**src/rtl/frame_buffer_pkg.sv**
```systemverilog
// frame_buffer_pkg: shared types and defaults for the frame-buffer SDRAM arbiter.
package frame_buffer_pkg;
    typedef enum logic [1:0] {IDLE, CMD, BUSY} state_t;
    typedef logic [1:0] bufIdx_t;
    localparam logic GRANT_RD = 1'b0;
    localparam logic GRANT_WR = 1'b1;
    localparam int unsigned FRAME_WORDS_DEF = 307200;
    localparam int unsigned FRAME_STRIDE_DEF = 32'h0008_0000;
endpackage

```
**src/rtl/frame_buffer_arbiter_port_addr.sv**
```systemverilog
// fb_port_addr: per-port linear frame offset, burst length, frame wrap and pending frame-sync flag.
module fb_port_addr
    import frame_buffer_pkg::*;
#(
    parameter int unsigned ADDR_W = 23,
    parameter int unsigned LEN_W = 9,
    parameter int unsigned BURST_LEN = 256,
    parameter int unsigned FRAME_WORDS = FRAME_WORDS_DEF
)(
    input  logic              iCLK,
    input  logic              iRST,
    input  logic              advance,
    input  logic              sync,
    input  logic              active,
    output logic [LEN_W-1:0]  len,
    output logic [ADDR_W-1:0] offset,
    output logic              frameLast,
    output logic              pending
);
    logic [ADDR_W-1:0] remain;
    logic syncApply;
    assign remain = ADDR_W'(FRAME_WORDS) - offset;
    assign len = remain < ADDR_W'(BURST_LEN) ? remain[LEN_W-1:0] : LEN_W'(BURST_LEN);
    assign frameLast = offset + ADDR_W'(len) == ADDR_W'(FRAME_WORDS);
    // A sync waits out the port's own burst so the offset reset lands after its advance.
    assign syncApply = pending && (!active || advance);
    always_ff @(posedge iCLK or posedge iRST) begin
        if (iRST) begin
            offset  <= '0;
            pending <= 1'b0;
        end else begin
            pending <= pending ? !syncApply : sync;
            offset  <= (syncApply || (advance && frameLast)) ? '0 : advance ? offset + ADDR_W'(len) : offset;
        end
    end
endmodule

```
**src/rtl/frame_buffer_arbiter.sv**
```systemverilog
// frame_buffer_arbiter: schedules camera write and VGA read bursts on the frame-buffer SDRAM
// and rotates three frame buffers so the display never shows a partially written frame.
module frame_buffer_arbiter
    import frame_buffer_pkg::*;
#(
    parameter int unsigned ADDR_W = 23,
    parameter int unsigned LEN_W = 9,
    parameter int unsigned LVL_W = 10,
    parameter int unsigned BURST_LEN = 256,
    parameter int unsigned FRAME_WORDS = FRAME_WORDS_DEF,
    parameter int unsigned FRAME_STRIDE = FRAME_STRIDE_DEF,
    parameter int unsigned RD_FIFO_DEPTH = 512,
    parameter int unsigned RD_LOW_WM = 128
)(
    input  logic              iCLK,
    input  logic              iRST,
    input  logic [LVL_W-1:0]  iWR_LEVEL,
    input  logic [LVL_W-1:0]  iRD_LEVEL,
    input  logic              iWR_FRAME_START,
    input  logic              iRD_FRAME_START,
    output logic              oCMD_VALID,
    input  logic              iCMD_READY,
    output logic              oCMD_WRITE,
    output logic [ADDR_W-1:0] oCMD_ADDR,
    output logic [LEN_W-1:0]  oCMD_LEN,
    input  logic              iBURST_DONE,
    output logic [1:0]        oWR_BUF,
    output logic [1:0]        oRD_BUF,
    output logic              oFRAME_DROP
);
    state_t state, stateNext;
    bufIdx_t wb, rb, pb;
    logic pvalid, lastGrant;
    logic [LEN_W-1:0] lenWr, lenRd;
    logic [ADDR_W-1:0] offWr, offRd, nextAddr;
    logic lastWr, lastRd, pendWr, pendRd;
    logic wrElig, rdElig, urgent, grantWr;
    logic burstDone, wrActive, rdActive, wrFrameDone, rdSyncApply;

    assign burstDone   = state == BUSY && iBURST_DONE;
    assign wrActive    = state != IDLE && oCMD_WRITE;
    assign rdActive    = state != IDLE && !oCMD_WRITE;
    assign wrFrameDone = burstDone && oCMD_WRITE && (oCMD_WRITE ? lastWr : lastRd);
    assign rdSyncApply = pendRd && (!rdActive || (burstDone && !oCMD_WRITE));
    assign oWR_BUF = wb;
    assign oRD_BUF = rb;

    fb_port_addr #(.ADDR_W(ADDR_W), .LEN_W(LEN_W), .BURST_LEN(BURST_LEN), .FRAME_WORDS(FRAME_WORDS)) uWr (
        .iCLK(iCLK), .iRST(iRST), .advance(burstDone && oCMD_WRITE), .sync(iWR_FRAME_START),
        .active(wrActive), .len(lenWr), .offset(offWr), .frameLast(lastWr), .pending(pendWr)
    );

    fb_port_addr #(.ADDR_W(ADDR_W), .LEN_W(LEN_W), .BURST_LEN(BURST_LEN), .FRAME_WORDS(FRAME_WORDS)) uRd (
        .iCLK(iCLK), .iRST(iRST), .advance(burstDone && !oCMD_WRITE), .sync(iRD_FRAME_START),
        .active(rdActive), .len(lenRd), .offset(offRd), .frameLast(lastRd), .pending(pendRd)
    );

    // A port with a sync about to apply sits out one decision so it never issues from a stale offset.
    always_comb begin
        wrElig    = !pendWr && 32'(iWR_LEVEL) >= 32'(lenWr);
        rdElig    = !pendRd && 32'(iRD_LEVEL) + 32'(lenRd) <= RD_FIFO_DEPTH;
        urgent    = rdElig && 32'(iRD_LEVEL) < RD_LOW_WM;
        grantWr   = !urgent && wrElig && (!rdElig || lastGrant == GRANT_RD);
        nextAddr  = ADDR_W'(32'(grantWr ? wb : rb) * FRAME_STRIDE + 32'(grantWr ? offWr : offRd));
        stateNext = state == IDLE ? ((wrElig || rdElig) ? CMD : IDLE) :
                    state == CMD  ? (iCMD_READY ? BUSY : CMD) :
                                    (iBURST_DONE ? IDLE : BUSY);
    end

    always_ff @(posedge iCLK or posedge iRST) begin
        if (iRST) state <= IDLE;
        else      state <= stateNext;
    end

    always_ff @(posedge iCLK or posedge iRST) begin
        if (iRST) begin
            oCMD_VALID <= 1'b0;
            oCMD_WRITE <= 1'b0;
            oCMD_ADDR  <= '0;
            oCMD_LEN   <= '0;
            lastGrant  <= GRANT_RD;
        end else if (state == IDLE && (wrElig || rdElig)) begin
            oCMD_VALID <= 1'b1;
            oCMD_WRITE <= grantWr;
            oCMD_ADDR  <= nextAddr;
            oCMD_LEN   <= grantWr ? lenWr : lenRd;
        end else if (state == CMD && iCMD_READY) begin
            oCMD_VALID <= 1'b0;
            lastGrant  <= oCMD_WRITE ? GRANT_WR : GRANT_RD;
        end
    end

    // A read sync coinciding with a finished write frame hands that frame straight to the display.
    always_ff @(posedge iCLK or posedge iRST) begin
        if (iRST) begin
            wb <= 2'd0;
            rb <= 2'd1;
            pb <= 2'd0;
            pvalid <= 1'b0;
            oFRAME_DROP <= 1'b0;
        end else begin
            oFRAME_DROP <= wrFrameDone && !rdSyncApply && pvalid;
            if (wrFrameDone) begin
                wb <= 2'd3 - wb - rb;
                pb <= wb;
                pvalid <= !rdSyncApply;
                if (rdSyncApply) rb <= wb;
            end else if (rdSyncApply && pvalid) begin
                rb <= pb;
                pvalid <= 1'b0;
            end
        end
    end
endmodule

```
**config.mk**
```make
export PLATFORM = sky130hd
export DESIGN_NAME = frame_buffer_arbiter
export DESIGN_NICKNAME = d
export VERILOG_FILES = /design/src/rtl/frame_buffer_pkg.sv /design/src/rtl/frame_buffer_arbiter_port_addr.sv /design/src/rtl/frame_buffer_arbiter.sv
export SDC_FILE = /design/constraint.sdc
export NUM_CORES = 1
export LEC_CHECK = 0
export ABC_CLOCK_PERIOD_IN_PS = 12500
export CAP_MARGIN = 20
export CORE_MARGIN = 3
export CORE_UTILIZATION = 35
export DETAILED_ROUTE_END_ITERATION = 12
export SLEW_MARGIN = 15
export SYNTH_ARGS = -nofsm -noshare
export SYNTH_HDL_FRONTEND = slang
export SYNTH_SLANG_ARGS = --single-unit
```
**constraint.sdc**
```tcl
create_clock -name iCLK -period 12.5 [get_ports iCLK]
set_clock_uncertainty 0.05 [all_clocks]
set_input_delay 2.5 -clock iCLK [delete_from_list [all_inputs] [get_ports iCLK]]
set_output_delay 2.5 -clock iCLK [all_outputs]
set_load 0.01 [all_outputs]
```
==> results by group <==
Route
  • DR DRC count: 0
  • Number of nets with antenna violations after detailed routing: 0
  • Routed len/inst: approximately 19 um
  • 1st-pass router iterations: 5
  • Initial DRC count: 648
  • Routed WL: approximately 25000 um
  • Via count: just under 8000
  • Via density: 5.73

Layout
  • Ant diodes: 0
  • Design Area, Final: 9350 um^2
  • Area grow syn2layout: 13.2%
  • Layout cell share with drive strength beyond 1: 0.0591
  • Nets: 1094

Critical path
  • Worst path slowest cell: or4b_4
  • R2R Setup Slk: 4.37 ns
  • CP endpoint: oCMD_ADDR[22]$_DFFE_PP0P_
  • Arrival @ worst endpoint: 8.31 ns
  • Reg2reg end: oCMD_ADDR[22]$_DFFE_PP0P_
  • Largest stage delay on the critical path: roughly 0.56 ns
  • Worst setup EP type: flop
  • Reg2reg start: uRd.offset[0]$_DFFE_PP0P_
  • Most frequent CP cell: ha_1
  • Worst setup path start: uRd.offset[0]$_DFFE_PP0P_
  • CP Class: flop to flop
  • Startpoint types: flop
  • Crit Path Max Fanout: 13
  • R2R cell count: 29
  • Worst Path Required: about 13 ns

Floorplan
  • Height of the chip: 160 um
  • Ports: 65
  • Core box area: 22900 um^2
  • Starting Density: 0.361
  • Die ar.: roughly 25000 um^2
  • Die X: 160 um
  • Cell Rows: 55

Global routing
  • First-pass GRT wire length: between 40000 and 50000 um
  • M3 GR Usage: 0.0296
  • M1 GR Usage: 0.284
  • GR peak layer: met2
  • Overflow after GRT: 0
  • Global-route total usage across every layer: 0.197
  • Vias in the first global route: 7220
  • M2 GR Usage: 0.304
  • Largest net degree at the start of global routing: 64
  • Initial antenna violation count: 1

Synthesis
  • Sequential share of the synthesized area: 0.282
  • Unique masters post-synth: 87
  • Avg Cell Area, Syn: just over 8 um^2
  • Syn nets: around 1100
  • Async SR Flop Fraction: 1.00
  • Synth Warn #: 0
  • Post-synth EDFFs: 0
  • Main synth FF type: dfrtp_1
  • Cell count after synthesis: 1022
  • Yosys reg bits: a little over 90
  • Mapped Area: a little over 8000 um^2

Min path
  • Hold WC Path Type: flop to flop

Timing
  • RSZ-0062 raised after global routing: false
  • Final Max Tran Viols: 0
  • Fmax: between 100 and 150 MHz
  • Least-Margin Pin Slew: around 1 ns
  • Finish-stage setup viols: 0
  • Hold Fails Final Rpt: 0
  • Final WS setup: between 4 and 5 ns
  • Setup TNS: 0 ns
  • WHS: 0.427 ns
  • Crit path time final: about 8 ns
  • Max transition margin: 0.315
  • Crit share post-route: 0.650

Placement
  • IO buf count: 64
  • RD Place Congestion: between 0.9 and 1
  • Detail Placement HPWL: 19100 um
  • Post-place setup slack: 4.56 ns
  • Placed inst area: approximately 9000 um^2

Clock tree
  • Latest clock arrival within the worst-skew pair: ~0.36 ns
  • Post-CTS Setup Inserts: 0
  • CTS Buf Count: 9
  • Clock Tree Buf Depth: 2
  • CTS tree: done
  • Root Buffer: clkbuf_16
  • Post_cts resized: 0
  • Clock-pin slew on the worst setup and hold paths: approximately 0.070 ns
  • TritonCTS sink count: 93
  • H-tree Lvls: 3
  • Cts hold-fix bufs: 0

Power
  • Switching share of power: 0.371
  • Comb power frac: 0.323
  • Overall power: 1010 uW
  • NetSw: approximately 370 uW
  • Pwr Density: between 100 and 150 nW/um^2
  • Leakage Power: 0.00391 uW
  • Clock power share: 0.316
  • Peak supply drop: a little under 60 uV
  • Seq pwr share: 0.361
  • Cell-internal power: approximately 630 uW

Outcome
  • Status: complete, no violations

Job
  • Max_cap viols: 0
-- critical path: cells and delay by family, from the launching register on --
family | cells | cell delay (ns)
AO/OA/AOI/OAI | 10 | 2.69
XOR/XNOR | 2 | 0.25
adder cells (fa/ha/maj) | 4 | 1.22
buffers and inverters | 3 | 0.45
flip-flops | 1 | 0.48
multiplexers | 3 | 0.75
AND/OR/NAND/NOR | 7 | 2.09
-- kinds of logic after synthesis --
logic type                 count (synthesis)  synth area share
adders and majority gates                 39            0.0609
and+or+nand+nor                          399             0.258
xor gates and xnor gates                  65            0.0689
DFF                                       93             0.282
muxes                                     51            0.0641
buffers and inverters                    113            0.0563
AOI/OAI and AO/OA                        262             0.210
-- worst min-delay path by stage --
| stage | cells past startpoint | end | startpoint |
|---|---|---|---|
| 3_5_place_dp | 2 | oCMD_VALID$_DFFE_PP0P_ | oCMD_VALID$_DFFE_PP0P_ |
| 4_1_cts | 2 | oCMD_VALID$_DFFE_PP0P_ | oCMD_VALID$_DFFE_PP0P_ |
| 3_3_place_gp | 2 | oCMD_VALID$_DFFE_PP0P_ | oCMD_VALID$_DFFE_PP0P_ |
| 6_report | 2 | oCMD_VALID$_DFFE_PP0P_ | oCMD_VALID$_DFFE_PP0P_ |
| 2_1_floorplan | 1 | pb[0]$_DFFE_PP0P_ | pb[0]$_DFFE_PP0P_ |
| 5_1_grt | 2 | oCMD_LEN[7]$_DFFE_PP0P_ | oCMD_LEN[7]$_DFFE_PP0P_ |
-- sequential cells by signal, summed over array words and instances, names as in the netlist --
register / cells
oWR_BUF: 2
oFRAME_DROP: 1
oCMD_ADDR: 23
pb: 2
oCMD_WRITE: 1
oRD_BUF: 2
lastGrant: 1
state: 2
oCMD_LEN: 9
uRd.pending: 1
uRd.offset: 23
oCMD_VALID: 1
uWr.offset: 23
pvalid: 1
uWr.pending: 1
-- cells in the final DEF, fill, tap and decap left out, types with 9 or more instances in the layout --
cell / count
xnor2_1: 48
and2_1: 18
nand2_1: 116
or3_1: 10
nand4_1: 15
o21a_1: 9
nor3_1: 28
a21o_1: 17
xor2_1: 17
a211oi_1: 19
o21ai_0: 65
ha_1: 37
nand3_1: 26
nor2b_1: 9
dfrtp_1: 92
inv_1: 38
clkbuf_16: 9
clkdlybuf4s50_1: 64
and3_1: 17
a21oi_1: 61
nand2b_1: 9
nor2_1: 92
nor4_1: 9
mux2i_1: 39
-- cell type report --
cell class                      count  area, um^2
Timing Repair Buffer               69         678
Sequential cell                    93        2330
Inverter                           40         153
Clock buffer                       11         233
Fill cell                        2333       13600
Clock inverter                      4        97.6
Multi-Input combinational cell    816        5470
Tap cell                          313         392
-- synth_stat cells, types with 3 or more instances --
cell | n | area [um^2]
nor2_1 | 92 | 345
xnor2_1 | 48 | 420
a21oi_1 | 61 | 305
nor3_1 | 28 | 140
o31ai_1 | 6 | 45.0
nand2_1 | 117 | 439
nor4_4 | 4 | 85.1
dfrtp_1 | 92 | 2300
a31oi_1 | 8 | 50.1
and3_1 | 17 | 106
a41oi_1 | 3 | 26.3
o2111ai_1 | 5 | 43.8
a21o_1 | 18 | 135
or4_1 | 6 | 45.0
o21ai_0 | 65 | 325
o211ai_1 | 8 | 60.1
mux2_1 | 3 | 33.8
nor4_1 | 9 | 56.3
nand4b_1 | 3 | 26.3
o21a_1 | 9 | 67.6
o21bai_1 | 3 | 22.5
buf_4 | 3 | 22.5
a211oi_1 | 19 | 143
nand4_1 | 15 | 93.8
a311oi_1 | 3 | 26.3
mux2_2 | 8 | 90.1
or3_1 | 10 | 62.6
xor2_1 | 17 | 149
clkbuf_1 | 52 | 195
nand2b_1 | 9 | 56.3
nor4b_1 | 3 | 26.3
nand3_1 | 26 | 130
and2_1 | 18 | 113
a211o_1 | 6 | 52.6
inv_1 | 39 | 146
buf_2 | 12 | 60.1
buf_1 | 4 | 15.0
ha_1 | 37 | 463
nor2b_1 | 9 | 56.3
o22ai_1 | 5 | 31.3
or2_2 | 5 | 31.3
and4_1 | 5 | 43.8
a2111o_1 | 4 | 45.0
a21boi_0 | 6 | 45.0
mux2i_1 | 39 | 390
-- power by group through the flow --
stage | Combinational, uW | Sequential, uW | Clock (uW)
4_1_cts | 326 | 363 | 325
6_report | 326 | 364 | 318
3_3_place_gp | 326 | 369 | 0
3_5_place_dp | 324 | 369 | 0
2_1_floorplan | 251 | 345 | 0
5_1_grt | 361 | 368 | 338
-- layer usage --
metal,share of wire,wire [um]
met1,0.47,11800
met2,0.45,11500
met3,0.058,1460
met4,0.021,541
met5,0.00051,13
-- stage by stage --
| stage | util | std cells |
|---|---|---|
| floorplan | - | 1022 |
| global placement | 0.394 | 1331 |
| detailed placement | 0.394 | 1331 |
| CTS | 0.408 | 1346 |
| global route | 0.408 | 1346 |
| finish | 0.408 | 1346 |
(Power assumes the default switching activity.)
